==> src/rtl/rv32i_pkg.sv <==
// Shared RV32 encodings: ALU op selects, M-extension op codes used by the
// multiply/divide sequencer, and the sequencer state enumeration.
package rv32i_pkg;

    localparam logic [3:0] ALU_ADD  = 4'b0000;
    localparam logic [3:0] ALU_SUB  = 4'b0001;
    localparam logic [3:0] ALU_SLL  = 4'b0010;
    localparam logic [3:0] ALU_SLT  = 4'b0011;
    localparam logic [3:0] ALU_SLTU = 4'b0100;
    localparam logic [3:0] ALU_XOR  = 4'b0101;
    localparam logic [3:0] ALU_SRL  = 4'b0110;
    localparam logic [3:0] ALU_SRA  = 4'b0111;
    localparam logic [3:0] ALU_OR   = 4'b1000;
    localparam logic [3:0] ALU_AND  = 4'b1001;

    localparam logic [1:0] MDU_MUL  = 2'b00;
    localparam logic [1:0] MDU_DIVU = 2'b01;
    localparam logic [1:0] MDU_REMU = 2'b10;

    typedef enum logic [2:0] {
        IDLE     = 3'd0,
        MUL_STEP = 3'd1,
        DIV_CMP  = 3'd2,
        DIV_SUB  = 3'd3,
        DONE     = 3'd4
    } mdu_state_t;

endpackage

==> src/rtl/alu_muldiv_seq.sv <==
// Iterative unsigned MUL/DIVU/REMU sequencer that borrows the shared ALU for
// one operation per cycle; shift-and-add multiply, restoring divide.
module alu_muldiv_seq
    import rv32i_pkg::*;
#(
    parameter int XLEN = 32
) (
    input  logic            clk,
    input  logic            rst_n,
    input  logic            req_valid,
    output logic            req_ready,
    input  logic [1:0]      req_op,
    input  logic [XLEN-1:0] req_a,
    input  logic [XLEN-1:0] req_b,
    output logic            resp_valid,
    input  logic            resp_ready,
    output logic [XLEN-1:0] resp_data,
    output logic [3:0]      alu_op,
    output logic [XLEN-1:0] alu_data1,
    output logic [XLEN-1:0] alu_data2,
    input  logic [XLEN-1:0] alu_result
);

    mdu_state_t      state_reg, state_next;
    logic [1:0]      op_reg, op_next;
    logic [4:0]      cnt_reg, cnt_next;
    logic [XLEN-1:0] acc_reg, acc_next;       // product accumulator / partial remainder
    logic [XLEN-1:0] a_reg, a_next;           // multiplicand / dividend (shifted)
    logic [XLEN-1:0] b_reg, b_next;           // multiplier (shifted) / divisor
    logic [XLEN-1:0] quo_reg, quo_next;
    logic [XLEN-1:0] rs_reg, rs_next;
    logic            ge_reg, ge_next;
    logic            last_reg, last_next;
    logic [XLEN-1:0] result_reg, result_next;
    logic [XLEN-1:0] rs_calc;

    assign req_ready  = (state_reg == IDLE);
    assign resp_valid = (state_reg == DONE);
    assign resp_data  = resp_valid ? result_reg : '0;

    always_comb begin
        state_next  = state_reg;
        op_next     = op_reg;
        cnt_next    = cnt_reg;
        acc_next    = acc_reg;
        a_next      = a_reg;
        b_next      = b_reg;
        quo_next    = quo_reg;
        rs_next     = rs_reg;
        ge_next     = ge_reg;
        last_next   = last_reg;
        result_next = result_reg;
        alu_op      = ALU_ADD;
        alu_data1   = '0;
        alu_data2   = '0;
        rs_calc     = {acc_reg[XLEN-2:0], a_reg[XLEN-1]};

        case (state_reg)
            IDLE: begin
                if (req_valid) begin
                    op_next   = req_op;
                    a_next    = req_a;
                    b_next    = req_b;
                    cnt_next  = '0;
                    acc_next  = '0;
                    quo_next  = '0;
                    last_next = 1'b0;
                    case (req_op)
                        MDU_MUL:            state_next = MUL_STEP;
                        MDU_DIVU, MDU_REMU: state_next = DIV_CMP;
                        default: begin
                            result_next = '0;
                            state_next  = DONE;
                        end
                    endcase
                end
            end

            MUL_STEP: begin
                // The cycle after the 32nd add only publishes the final sum.
                if (last_reg) begin
                    result_next = acc_reg;
                    last_next   = 1'b0;
                    state_next  = DONE;
                end else begin
                    alu_op    = ALU_ADD;
                    alu_data1 = acc_reg;
                    alu_data2 = b_reg[0] ? a_reg : '0;
                    acc_next  = alu_result;
                    a_next    = a_reg << 1;
                    b_next    = b_reg >> 1;
                    cnt_next  = cnt_reg + 5'd1;
                    if (cnt_reg == 5'd31)
                        last_next = 1'b1;
                end
            end

            DIV_CMP: begin
                if (last_reg) begin
                    result_next = (op_reg == MDU_REMU) ? acc_reg : quo_reg;
                    last_next   = 1'b0;
                    state_next  = DONE;
                end else begin
                    // The bit shifted out of rem makes the true remainder 33 bits,
                    // so it always exceeds a 32-bit divisor.
                    alu_op     = ALU_SLTU;
                    alu_data1  = rs_calc;
                    alu_data2  = b_reg;
                    rs_next    = rs_calc;
                    ge_next    = acc_reg[XLEN-1] | ~alu_result[0];
                    a_next     = a_reg << 1;
                    state_next = DIV_SUB;
                end
            end

            DIV_SUB: begin
                alu_op     = ALU_SUB;
                alu_data1  = rs_reg;
                alu_data2  = ge_reg ? b_reg : '0;
                acc_next   = alu_result;
                quo_next   = {quo_reg[XLEN-2:0], ge_reg};
                cnt_next   = cnt_reg + 5'd1;
                if (cnt_reg == 5'd31)
                    last_next = 1'b1;
                state_next = DIV_CMP;
            end

            DONE: begin
                if (resp_ready)
                    state_next = IDLE;
            end

            default: state_next = IDLE;
        endcase
    end

    always_ff @(posedge clk) begin
        if (!rst_n) begin
            state_reg  <= IDLE;
            op_reg     <= '0;
            cnt_reg    <= '0;
            acc_reg    <= '0;
            a_reg      <= '0;
            b_reg      <= '0;
            quo_reg    <= '0;
            rs_reg     <= '0;
            ge_reg     <= 1'b0;
            last_reg   <= 1'b0;
            result_reg <= '0;
        end else begin
            state_reg  <= state_next;
            op_reg     <= op_next;
            cnt_reg    <= cnt_next;
            acc_reg    <= acc_next;
            a_reg      <= a_next;
            b_reg      <= b_next;
            quo_reg    <= quo_next;
            rs_reg     <= rs_next;
            ge_reg     <= ge_next;
            last_reg   <= last_next;
            result_reg <= result_next;
        end
    end

endmodule

==> config.mk <==
export PLATFORM = sky130hd
export DESIGN_NAME = alu_muldiv_seq
export DESIGN_NICKNAME = d
export VERILOG_FILES = /design/src/rtl/rv32i_pkg.sv /design/src/rtl/alu_muldiv_seq.sv
export SDC_FILE = /design/constraint.sdc
export NUM_CORES = 1
export LEC_CHECK = 0
export ABC_AREA = 0
export BUFFER_PORTS_ARGS = -buffer_cell sky130_fd_sc_hd__buf_2
export CORE_MARGIN = 10
export CORE_UTILIZATION = 59
export DETAILED_ROUTE_END_ITERATION = 8
export PLACE_DENSITY = 0.85
export SYNTH_ARGS = -nofsm -noshare
export SYNTH_HDL_FRONTEND = slang
export SYNTH_SLANG_ARGS = --single-unit
==> constraint.sdc <==
create_clock -name clk -period 3.1 [get_ports clk]
set_input_delay 0.155 -clock clk [delete_from_list [all_inputs] [get_ports clk]]
set_output_delay 0.155 -clock clk [all_outputs]
set_load 0.02 [all_outputs]
; ---- Word-level counts from Yosys, hierarchy flattened
; Index checks and enable logic that the tools add are counted.
[totals]
regBits = 204
input_bits = 102
out_inout_bits = 102
elab_cells = 92
[classes]
addsub = 1
eq_ne = 16
mux = 41
bitwise = 3
n_reduce_logical = 20
[ops]
columns = operator, count
row1 = $mux W32, 18
row2 = $pmux W32 S3, 4
row3 = $pmux W32 S2, 3
row4 = $mux W3, 5
row5 = $pmux W3 S5, 1
row6 = $pmux W5 S3, 1
row7 = $reduce_and A3 Y1, 5
row8 = $ne A2 B2 Y1 const B, 7
row9 = $mux W5, 2
row10 = $pmux W4 S2, 1
row11 = $eq A3 B2 Y1 const B, 2
row12 = $pmux W3 S2, 1
row13 = $reduce_and A2 Y1, 3
row14 = $reduce_bool A2 Y1, 3
row15 = $reduce_bool A3 Y1, 2
row16 = $add A5 B1 Y5 const B, 1
row17 = $eq A5 B5 Y1 const B, 1
row18 = $reduce_and A5 Y1, 1
row19 = $eq A2 B2 Y1 const B, 2
row20 = $mux W1, 4
row21 = $pmux W1 S4, 1
row22 = $reduce_bool A4 Y1, 1
row23 = $reduce_or A2 Y1, 2
row24 = $eq A3 B1 Y1 const B, 1
row25 = 8 further kinds, 9

; ---- Depth between registers and ports, before layout
[logic_depth]
depth_word = 5
mapped_depth = 7
mapped_depth_nobuf = 6

; ---- Worst setup path after synthesis
; OpenSTA, ideal clock, no wires.
[synth_timing]
kind = register -> output
from = register state_reg[1]
to = output alu_data2[0]
arrival_ns = 1.793
t_required_ns = 2.945
path_slack_ns = 1.152
path_stages_with_launch = 6
n_path_buf = 1
cell_sequence = dfxtp_1 -> buf_4 -> nand2b_1 -> a211oi_1 -> a21oi_1 -> nor4b_1
[synth_via]
elab_chain_cells = 2
elab_cells_between_ends = 4
cone_classes = eq/ne (3) / mux (1)
[synth_rtl]
columns = element, line
row1 = "start, declared", alu_muldiv_seq.sv:24  ; mdu_state_t state_reg, state_next;
row2 = "start signal, assigned", alu_muldiv_seq.sv:151  ; state_reg <= state_next;
row3 = $eq A3 B2 Y1 / $eq A3 B1 Y1 (equally long branches), alu_muldiv_seq.sv:58  ; case (state_reg)
row4 = $pmux W32 S3 (*), alu_muldiv_seq.sv:58
row5 = "end, declared", alu_muldiv_seq.sv:20  ; output logic [XLEN-1:0] alu_data2,
; Every way passes the cells marked *; elsewhere a longest branch is shown, timed or not.

; ---- Final worst setup path
[layout_timing]
from = register state_reg[1]
to = output alu_data2[5]
; The elaborated chain is that of the path after synthesis.

==> results.toml <==
[sta]
finalSetupTns_ns = 0
period_share_pct = 92.85
hold_viol = 0
rsz0062_at_grt = "false"
drv_slew = 0
fin_skew_ns = 0.01118
tightestPinTransition_ns = 1.097
finalSetupViolations = 0
max_freq_ghz = 0.3474
slew_headroom_pct = 26.84
period_needed_ns = 2.878

[synthesis]
avgSynthCellArea_sq_um = 8.874
synthDistinctLibCells = 52
syn_inst = 1104
yosysTopAreaCellShare_pct = 41.69
synth_edf_count = 0
synth_area_leaders = "dfxtp_1, mux2i_1, nand2_1, a22oi_1, a21boi_1"
netlist_top_cells_count = "dfxtp_1, nand2_1, mux2i_1, o21ai_0, a22oi_1"
seq_area_frac_synth_pct = 41.69
ys_async_sr_fraction_pct = 0
yosysMostFrequentCell = "dfxtp_1"
yosys.area.top_type = "dfxtp_1"
netlist_area_sq_mm = 0.009797
ys_ff_latch = 204
ys.warnings.count = 0
synth_ff_type = "dfxtp_1"

[grt]
grtUsageMet3_pct = 5.400
grt_pass1_wl_mm = 48.53
grt_pass1_vias = 9195
grtUsageMet2_pct = 42.49
grt_overflow = 0
antenna_found_initial = 4
use_met1_pct = 33.39
grt-busiest-layer = "met2"
grt_max_degree = 126
grt_usage_pct = 25.96

[run]
cap_violations = 0

[placement]
portBuffers = 201
placed_cells = 1438
dp_hpwl_mm = 18.65
place_congestion = 0.8793

[cts]
clock_latency_ns = 0.50
h-tree-depth = 1
ctsRootBufferMaster = "clkbuf_16"
cts_max_path_buffers = 3
post_cts_buffers = 0
cts_tree = "built"
cts_sinks = 204
clk_pin_slew_worst_paths_ns = 0.06
cts_buffers = 22

[setup_path]
cp-start-kind = "flip-flop"
cp-end-kind = "output pin"
reg2reg_slack_ns = 0.63
r2r_cells = 4
cp_data_required_time_ns = 2.94
path_class = "flip-flop to output pin"
critPathArrivalTime_ns = 2.72
timing.rr.end = "quo_reg[21]"
worst_r2r_startpoint = "state_reg[2]"
path_max_fanout = 20

[status]
status = "completed"

[drt]
routed_wl_mm = 30.11
routedWlPerCell_um = 19.41
drt_iter0_drc = 1008
first_pass_iters = 5
vias = 9395
route.detailed.drc = 0
drtAntennaViolNets = 0
viasPerCell = 6.057

[power]
peakVddDrop_uv = 496.3
powerDensity_mw_per_mm2 = 590.1
power.leakage_nw = 5.523
fin_total_pwr_mw = 7.217

[floorplan]
die_y_um = 148.9
dieWidth_um = 148.9
io_pins = 204
start_util_pct = 59.71
core_area_sq_mm = 0.01641
die_area_sq_mm = 0.02216
row_count = 47

[cells_and_area]
layout-drive-gt1-share_pct = 20.42
nets = 1420
fin_cells = 1551
syn_to_final_growth_pct = 24.84

[hold_path]
worstHoldStart = "req_b[10]"
hp-class = "input port to flip-flop"
min_delay_path_depth = 4
holdPathEnd = "b_reg[10]"
==> stage by stage <==
step | util (%) | area [sq um] | hold WS, ns | worst slack (ns)
2_1_floorplan | - | 9801 | 0.2942 | 1.152
3_3_place_gp | 65.86 | 10810 | 0.4073 | 0.6612
3_5_place_dp | 65.86 | 10810 | 0.4054 | 0.5355
4_1_cts | 74.48 | 12220 | 0.00006029 | 0.2310
5_1_grt | 74.54 | 12230 | 0.01287 | 0.06974
6_report | 74.54 | 12230 | 0.01309 | 0.2218
==> worst max path at each step <==
stage	startpoint	endpoint	slack (ns)	cells past startpoint
final	state_reg[1]	alu_data2[5]	0.22	5
after global routing	state_reg[1]	alu_data2[5]	0.07	5
after CTS	state_reg[1]	alu_data1[0]	0.23	5
after detailed placement	state_reg[0]	alu_data2[1]	0.54	5
after global placement	state_reg[0]	alu_data2[8]	0.66	5
after floorplan	state_reg[1]	alu_data2[0]	1.15	5
==> layout by cell type, fill, tap and decap left out, types with 22 or more instances in the layout <==
cell	netlist	layout
o211a_1	32	32
and3_1	34	34
o21ai_0	72	72
nor2b_1	35	35
a21boi_0	23	23
a2bb2oi_1	22	22
a22o_1	32	32
a21oi_1	61	61
dfxtp_1	204	202
buf_2	30	200
clkbuf_16	0	23
o21ai_1	29	29
nand2_1	169	169
dlygate4sd3_1	0	71
mux2i_1	85	85
a21boi_1	50	50
a22oi_1	64	64
==> layout make-up <==
cell class	count	area [sq um]
well taps	220	275.3
fillers	1174	4177
clock inverters	1	5.005
flip-flops and latches	204	4086
inverters	6	23.77
repair buffers	295	1942
multi-input cells	784	5190
diodes	4	10.01
clock buffers	37	698.2
==> power by group <==
| part | total [mW] | internal, mW | switching [mW] |
|---|---|---|---|
| Clock | 2.54 | 1.52 | 1.02 |
| Sequential | 3.15 | 2.89 | 0.267 |
| Combinational | 1.52 | 0.614 | 0.908 |
==> critical path, cell delays in order (launching register included) <==
cell and delay, ns:
dfxtp_1 0.63, nand2b_1 0.24, a211oi_4 0.60, buf_4 0.37, a22o_1 0.19, buf_2 0.19
==> metal layers <==
| layer | part of all wire (%) | wire length (um) |
|---|---|---|
| met1 | 42 | 12600 |
| met2 | 47 | 14280 |
| met3 | 8.3 | 2498 |
| met4 | 2.4 | 732 |
| met5 | 0 | 0 |
==> what timing repair did <==
| item | in CTS | in global routing |
|---|---|---|
| endpoints found under the hold margin | 72 | 0 |
| gates resized for setup | 1 | 0 |
| hold buffers | 71 | 0 |
| endpoints found under the setup margin | 1 | 0 |
==> logic make-up (layout without fill, tap and decap cells) <==
group	Yosys count	count (layout)	share of synthesized area [%]
adders and majority gates	5	5	0.6386
buffers and inverters	117	339	5.824
other	1	6	0.03828
DFF	204	204	41.69
AOI/OAI and AO/OA	407	407	28.97
muxes	85	85	8.685
and+or+nand+nor	285	285	14.16
Power figures use the tool's default switching activity.
